### src/rtl/tri_bus_pkg.sv
// Shared types and helpers for the tri-state bus arbiter and its round-robin picker.
package tri_bus_pkg;

    typedef enum logic [1:0] {
        IDLE  = 2'd0,
        GRANT = 2'd1,
        TURN  = 2'd2
    } state_t;

    localparam int MAX_REQ   = 16;
    localparam int MAX_IDX_W = $clog2(MAX_REQ);

    // Index width that stays at least one bit wide for tiny parameter values.
    function automatic int idx_w(input int n);
        return (n > 1) ? $clog2(n) : 1;
    endfunction

    function automatic logic [MAX_REQ-1:0] onehot_enc(input logic [MAX_IDX_W-1:0] idx);
        logic [MAX_REQ-1:0] vec;
        vec      = '0;
        vec[idx] = 1'b1;
        return vec;
    endfunction

    function automatic logic [MAX_IDX_W-1:0] onehot_dec(input logic [MAX_REQ-1:0] vec);
        logic [MAX_IDX_W-1:0] idx;
        idx = '0;
        for (int i = 0; i < MAX_REQ; i++) begin
            if (vec[i]) idx = MAX_IDX_W'(i);
        end
        return idx;
    endfunction

endpackage

### src/rtl/tri_bus_arbiter_picker.sv
// Combinational round-robin picker: first set request at or after ptr, with wrap-around.
module rr_priority_picker
    import tri_bus_pkg::*;
#(
    parameter int N_REQ = 4,
    parameter int IDX_W = idx_w(N_REQ)
) (
    input  logic [N_REQ-1:0] req,
    input  logic [IDX_W-1:0] ptr,
    output logic [IDX_W-1:0] winner,
    output logic             valid
);

    logic [IDX_W:0] pos;

    // Scan offsets from farthest to nearest so the nearest set request is the last write.
    always_comb begin
        winner = ptr;
        valid  = 1'b0;
        pos    = '0;
        for (int i = N_REQ - 1; i >= 0; i--) begin
            pos = {1'b0, ptr} + (IDX_W+1)'(i);
            if (pos >= (IDX_W+1)'(N_REQ)) pos = pos - (IDX_W+1)'(N_REQ);
            if (req[pos[IDX_W-1:0]]) begin
                winner = pos[IDX_W-1:0];
                valid  = 1'b1;
            end
        end
    end

endmodule

### src/rtl/tri_bus_arbiter.sv
// Round-robin owner sequencer for one shared tri-state net, with hold limit and float gap.
//   state | meaning
//   IDLE  | bus floats, no request pending
//   GRANT | one owner drives the net, hold counter running
//   TURN  | bus floats for TURNAROUND cycles before the next owner
module tri_bus_arbiter
    import tri_bus_pkg::*;
#(
    parameter int N_REQ      = 4,
    parameter int MAX_HOLD   = 16,
    parameter int TURNAROUND = 1
) (
    input  logic                     clk,
    input  logic                     rst_n,
    input  logic [N_REQ-1:0]         req,
    input  logic [N_REQ-1:0]         done,
    output logic [N_REQ-1:0]         gnt,
    output logic [N_REQ-1:0]         oe,
    output logic                     bus_busy,
    output logic [idx_w(N_REQ)-1:0]  owner_id,
    output logic                     timeout
);

    localparam int IDX_W  = idx_w(N_REQ);
    localparam int HOLD_W = $clog2(MAX_HOLD + 1);
    localparam int TURN_W = $clog2(TURNAROUND + 1);

    state_t             state, state_nxt;
    logic [IDX_W-1:0]   ptr, ptr_nxt, owner_nxt, winner;
    logic [HOLD_W-1:0]  hold_cnt, hold_nxt;
    logic [TURN_W-1:0]  turn_cnt, turn_nxt;
    logic [N_REQ-1:0]   gnt_nxt;
    logic               timeout_nxt, win_valid, hold_limit, release_now;

    rr_priority_picker #(.N_REQ(N_REQ), .IDX_W(IDX_W)) u_picker (
        .req    (req),
        .ptr    (ptr),
        .winner (winner),
        .valid  (win_valid)
    );

    assign hold_limit  = (hold_cnt == HOLD_W'(MAX_HOLD - 1));
    assign release_now = !req[owner_id] || done[owner_id] || hold_limit;
    assign bus_busy    = |oe;

    always_ff @(posedge clk or negedge rst_n) begin
        if (!rst_n) begin
            state    <= IDLE;
            ptr      <= '0;
            hold_cnt <= '0;
            turn_cnt <= '0;
            gnt      <= '0;
            oe       <= '0;
            owner_id <= '0;
            timeout  <= 1'b0;
        end else begin
            state    <= state_nxt;
            ptr      <= ptr_nxt;
            hold_cnt <= hold_nxt;
            turn_cnt <= turn_nxt;
            gnt      <= gnt_nxt;
            oe       <= gnt_nxt;
            owner_id <= owner_nxt;
            timeout  <= timeout_nxt;
        end
    end

    always_comb begin
        state_nxt = state;
        ptr_nxt   = ptr;
        hold_nxt  = hold_cnt;
        turn_nxt  = turn_cnt;
        case (state)
            IDLE: begin
                if (win_valid) begin
                    state_nxt = GRANT;
                    hold_nxt  = '0;
                end
            end
            GRANT: begin
                if (release_now) begin
                    state_nxt = TURN;
                    turn_nxt  = TURN_W'(TURNAROUND - 1);
                    hold_nxt  = '0;
                    ptr_nxt   = (owner_id == IDX_W'(N_REQ - 1)) ? '0 : owner_id + 1'b1;
                end else if (hold_cnt != HOLD_W'(MAX_HOLD)) begin
                    hold_nxt = hold_cnt + 1'b1;
                end
            end
            TURN: begin
                if (turn_cnt == '0) begin
                    state_nxt = win_valid ? GRANT : IDLE;
                    hold_nxt  = '0;
                end else begin
                    turn_nxt = turn_cnt - 1'b1;
                end
            end
            default: state_nxt = IDLE;
        endcase
    end

    // A new owner is only ever loaded from IDLE or TURN, so oe always passes through zero.
    always_comb begin
        gnt_nxt     = '0;
        owner_nxt   = owner_id;
        timeout_nxt = (state == GRANT) && hold_limit;
        if (state_nxt == GRANT) begin
            if (state == GRANT) begin
                gnt_nxt = gnt;
            end else begin
                gnt_nxt[winner] = 1'b1;
                owner_nxt       = winner;
            end
        end
    end

endmodule

### config.mk
export PLATFORM = sky130hd
export DESIGN_NAME = tri_bus_arbiter
export DESIGN_NICKNAME = d
export VERILOG_FILES = /design/src/rtl/tri_bus_pkg.sv /design/src/rtl/tri_bus_arbiter_picker.sv /design/src/rtl/tri_bus_arbiter.sv
export SDC_FILE = /design/constraint.sdc
export NUM_CORES = 1
export LEC_CHECK = 0
export CORE_MARGIN = 8
export CORE_UTILIZATION = 44
export CTS_CLUSTER_SIZE = 10
export DETAILED_ROUTE_END_ITERATION = 6
export GPL_TIMING_DRIVEN = 0
export PLACE_DENSITY = 0.74
export SYNTH_ARGS = -nofsm -noshare
export SYNTH_HDL_FRONTEND = slang
export SYNTH_SLANG_ARGS = --single-unit
### constraint.sdc
create_clock -name clk -period 1.9 [get_ports clk]
set_input_delay 0.57 -clock clk [delete_from_list [all_inputs] [get_ports clk]]
set_output_delay 0.57 -clock clk [all_outputs]
set_load 0.01 [all_outputs]
Word-level counts from Yosys, hierarchy flattened
Index checks and enable logic that the tools add are counted.

word-level totals
  word-level logic and storage cells = 95
  flip-flop bits (word level) = 17
  output and inout bits = 12
  input port bits = 10

cells by class
  reduce and logical (&&, ||, !) cells = 13
  equality and inequality tests = 11
  muxes and demuxes = 42
  add/sub/neg operators = 10
  bitwise logic cells = 1
  order comparisons = 11

operators by type and width
  operator               number
  $mux W2                12
  $mux W5                4
  $lt A2 B3 Y1 const B   6
  $pmux W5 S3            1
  $mux W1                14
  $bmux W1 S2            6
  $ge A3 B3 Y1 const B   3
  $mux W4                2
  $ne A2 B2 Y1 const B   4
  $sub A2 B1 Y2 const B  4
  $add A2 B2 Y3 const B  2
  $pmux W2 S3            1
  $reduce_and A2 Y1      3
  $add A5 B1 Y5 const B  1
  $eq A5 B4 Y1 const B   1
  $ne A5 B5 Y1 const B   1
  $eq A2 B1 Y1 const B   2
  $eq A2 B2 Y1 const B   2
  $reduce_and A4 Y1      1
  $reduce_or A4 Y1       1
  $add A2 B1 Y3 const B  1
  $ge A2 B3 Y1 const B   1
  $ne A3 B3 Y1 const B   1
  $reduce_bool A3 Y1     1
  other kinds (11)       13

Logic depth before layout (Yosys ltp)
  word-level depth = 15
  gate-level depth with buffers = 6
  depth with buffers taken out = 6

Cells and area by module
A second synthesis with hierarchy kept.

second synthesis, totals
  cell total of the unflattened synthesis = 92
  area, all modules = 952.2 µm²

modules (own cells, without submodules)
  module              area an instance (µm²)  instances  cells each  seq. area each (µm²)
  tri_bus_arbiter     852.1                   1          76          400.4
  rr_priority_picker  100.1                   1          16          0.0

Worst setup path before layout
OpenSTA, ideal clock, no wires.

  path kind = register -> register
  from = register hold_cnt[0]
  to = register ptr[0]
  stages on the path, launching flop included = 7
  data arrival time = 1704 ps
  library setup time = 125 ps
  period minus slack after synthesis = 1829 ps
  buffers on the path = 0
  slack = 71 ps
  data required time = 1775 ps
  cell sequence = dfrtp_1 -> ha_1 -> and3_1 -> ha_1 -> a221oi_4 -> a21boi_2 -> mux2_4

between the ends
  word-level cells in the longest chain between the ends = 3

ends and longest elaborated chain
  element                      line                   source
  start: declaration           tri_bus_arbiter.sv:30  logic [HOLD_W-1:0] hold_cnt, hold_nxt;
  start signal: assignment     tri_bus_arbiter.sv:59  hold_cnt <= hold_nxt;
  $eq A5 B4 Y1                 tri_bus_arbiter.sv:42  assign hold_limit = (hold_cnt == HOLD_W'(MAX_HOLD - 1));
  $logic_or A1 B1 Y1           tri_bus_arbiter.sv:43  assign release_now = !req[owner_id] || done[owner_id] || hold_limit;
  $reduce_and A2 Y1 (no line)  -
  end signal: assignment       tri_bus_arbiter.sv:58  ptr <= ptr_nxt;
  end: declaration             tri_bus_arbiter.sv:29  logic [IDX_W-1:0] ptr, ptr_nxt, owner_nxt, winner;

Every way passes these cells.
A chain may end at the register's enable or synchronous reset.

Final worst setup path
  from = input port req[2]
  to = register oe[3]

between the ends
  word-level cells in the longest chain between the ends = 12
  elaborated cells on any way between the ends = 35
  classes of those cells = order compare (2); eq/ne (2); mux (27); reduce/logical (4)

ends and longest elaborated chain
  element                                                             line                          source
  start: declaration                                                  tri_bus_arbiter.sv:15         input logic [N_REQ-1:0] req,
  $bmux W1 S2                                                         tri_bus_arbiter_picker.sv:24  if (req[pos[IDX_W-1:0]]) begin
  $mux W1 (not written as such)                                       tri_bus_arbiter_picker.sv:24
  $mux W2 (4 in series)                                               tri_bus_arbiter_picker.sv:24
  $lt A2 B3 Y1 (not written as such) or $ge A2 B1 Y1 (tied branches)  tri_bus_arbiter.sv:111        gnt_nxt[winner] = 1'b1;
  $logic_and A1 B1 Y1 (not written as such)                           tri_bus_arbiter.sv:111
  $mux W1 (not written as such)                                       tri_bus_arbiter.sv:111
  $demux W1 S2                                                        tri_bus_arbiter.sv:111
  $mux W4                                                             tri_bus_arbiter.sv:108        if (state == GRANT) begin
  $mux W4                                                             tri_bus_arbiter.sv:107        if (state_nxt == GRANT) begin
  end signal: assignment                                              tri_bus_arbiter.sv:62         oe <= gnt_nxt;
  end: declaration                                                    tri_bus_arbiter.sv:18         output logic [N_REQ-1:0] oe,

Parallel ways exist; a longest one is shown, timed or not. The select of a mux whose other input is x is not followed.

==> results.toml <==
[timing]
hold_violations = 0
finalSetupTns_ps = 0
rsz0062_at_grt = "yes"
fin_crit_ps = 1854
final_max_slew_viol_count = 0
fin_crit_sh_pct = 97.58
worst_slew_pin_slew_ps = 725.5
whs_ps = 577.4
fmax_ghz = 0.5394
skew_ps = 1.282
setup_ws_ps = 45.97
setup_violations = 0
slew-limit-headroom_pct = 51.48

[setup_path]
worst-setup-path-type = "in2reg"
startpoint_type = "primary input"
worstPathCellList = "clkdlybuf4s50_1 -> nor2_1 -> a211o_1 -> and4_1 -> a2bb2o_1"
critical_path.max_stage_delay_ps = 610
end_kind = "register"
crit_fanout = 6
worstRegToRegCells = 6
rrSetupSlack_ps = 60
rr_endpoint = "ptr[0]$_DFFE_PN0P_"
crit_buf_inv = 1
crit_family = "buffers and inverters"
crit_slowest_cell = "clkdlybuf4s50_1"
cp.required_ps = 2080
crit_arrival_ps = 2030
worst_r2r_startpoint = "hold_cnt[1]$_DFFE_PN0P_"

[floorplanning]
dieArea_um2 = 3962
die_x_um = 62.95
die_h_um = 62.95
core_area_um2 = 2148
num_rows = 17
ioPinCount = 22
initial_core_util_pct = 45.14

[clock_tree]
cts.clk_slew.worst_paths_ps = 90
cts_hold_buf = 0
clock-root-buffer = "clkbuf_4"
cts_tree = "yes"
clkSinkCount = 16
cts_max_level = 1
numCtsBuffers = 3
clock_path_buffers = 2
worstSkewPairLatency_ps = 290

[global_route]
grt_usage_pct = 11.29
grt_remaining_overflow = 0
grt_max_degree = 17
first_global_vias = 845
grt_pass1_wl_mm = 3.739
antenna_found_initial = 0

[synthesis]
synth.net_count = 110
yosys_warnings = 0
syn_area_um2 = 969.7
synthesis.instances = 96
synth_edf_count = 0
ys.flop_type = "dfrtp_1"
syn_avg_cell_area_um2 = 10.10
seq_area_frac_synth_pct = 41.29
synth.distinct_cells = 36
synth_seq_cells = 16
async_flop_share_pct = 100.0

[hold_path]
worstHoldEndpoint = "hold_cnt[3]$_DFFE_PN0P_"
holdPathStages = 2
hold_class = "reg2reg"
hp-start = "hold_cnt[3]$_DFFE_PN0P_"

[layout]
fin_nets = 145
diodes = 0
drive_above_1_share_pct = 26.92
multi_input_area_um2 = 571.8
num-fill-cells = 167
regArea_um2 = 402.9
area_growth_syn_to_layout_pct = 44.77

[pwr]
power.density_nw_per_um2 = 1416
irDropWorstVdd_mv = 0.6453
leakagePower_nw = 0.6600
power_w = 0.001988

[detailed_routing]
dr_total_vias = 860
ant_nets = 0
drc_errors = 0
drt_iter0_drc = 32
post_drt_wl_per_cell_um = 14.94
drt-pass1-iter-count = 4
via_per_inst = 5.443
wl_mm = 2.361

[placed_design]
port_buffers = 21
pre_cts_slack_ps = -436.4
hpwl_mm = 1.583
place.gp.congestion = 0.7944

[outcome]
status = "complete, no violations"

[run]
drv_cap = 0
-- cell families after synthesis --
family | synth area share [%]
fa+ha+maj | 5.161
compound gates | 20.39
buf+inv | 7.484
mux | 5.290
flops | 41.29
xor+xnor | 0.9034
simple gates | 19.48
-- layout make-up --
class	count	share of cell area, %
plain buffers	5	2.496
clock buffers	4	2.585
inverters	10	2.674
multi-input cells	65	40.73
flip-flops and latches	16	28.70
well taps	28	2.496
repair buffers	30	20.32
-- through the flow --
stage | util (%) | instance area [µm²] | instances
2_1_floorplan | - | 969.7 | 96
3_3_place_gp | 56.55 | 1215 | 145
3_5_place_dp | 56.55 | 1215 | 145
4_1_cts | 60.28 | 1295 | 152
5_1_grt | 65.35 | 1404 | 158
6_report | 65.35 | 1404 | 158
-- power by group --
part | total (W) | internal, W | switching, W
combinational | 0.00119 | 0.000653 | 0.000539
sequential | 0.000573 | 0.000460 | 0.000113
clock | 0.000224 | 0.000117 | 0.000107
total | 0.00199 | 0.00123 | 0.000758
-- cells in the mapped netlist, drive strengths merged (2+ instances only) --
cell type | count | area (µm²)
nor2b | 6 | 37.54
inv | 10 | 37.54
mux2 | 3 | 41.29
ha | 4 | 50.05
and4 | 2 | 17.52
nand3 | 3 | 20.02
nand2 | 4 | 15.01
nand4 | 4 | 25.02
buf | 5 | 35.03
nor2 | 6 | 22.52
o31ai | 2 | 15.01
dfrtp | 16 | 400.4
o22ai | 5 | 31.28
o21ai | 5 | 25.02
nand2b | 3 | 18.77
a2bb2o | 2 | 20.02
-- worst reg2reg max path, cell delays in order, from the launching register on --
cell and delay, ps:
dfrtp_1 390, ha_2 200, and3_4 190, ha_4 160, a221oi_4 360, a21boi_4 130
mux2_4 310
-- what timing repair did --
action                     CTS  global route
setup buffers                3             6
gates resized for setup     11            13
pin swaps                    3             6
setup endpoints to repair   14            15
-- placed cells by master, fill, tap and decap left out, drive strengths merged, types with 3 or more instances in the layout --
cell type | netlist | final
clkbuf | 0 | 4
inv | 10 | 10
ha | 4 | 4
nand2b | 3 | 3
dlygate4sd2 | 0 | 4
nor2 | 6 | 6
dfrtp | 16 | 16
nand2 | 4 | 4
nand3 | 3 | 3
mux2 | 3 | 3
dlymetal6s2s | 0 | 5
o21ai | 5 | 5
nor2b | 6 | 6
o22ai | 5 | 5
clkdlybuf4s50 | 0 | 12
nand4 | 4 | 4
buf | 5 | 14
-- layer usage --
metal  part of all wire, %  track usage (%)  vias up
met3                   5.6            3.226        7
met1                    42            12.64      415
met5                     0                0        -
met2                    50            19.59       22
met4                   2.3            4.274        0
li1                      -                -      416
-- worst max-delay path by stage --
stage / slack, ps / cells after the start / end / from
CTS: 10 / 1 / owner_id[0] / owner_id[0]$_DFFE_PN0P_
finish: 50 / 5 / oe[3]$_DFFE_PN0P_ / req[2]
detailed placement: -440 / 5 / oe[3]$_DFFE_PN0P_ / req[2]
global placement: -430 / 5 / oe[3]$_DFFE_PN0P_ / req[2]
floorplan: 70 / 6 / ptr[0]$_DFFE_PN0P_ / hold_cnt[0]$_DFFE_PN0P_
global route: -20 / 6 / hold_cnt[1]$_DFFE_PN0P_ / hold_cnt[1]$_DFFE_PN0P_
-- registers in the layout, indices dropped and copies added (netlist names) --
register,count
hold_cnt,5
oe,4
owner_id,2
ptr,2
state,2
timeout,1
No activity file was read; power rests on OpenSTA's default activity.
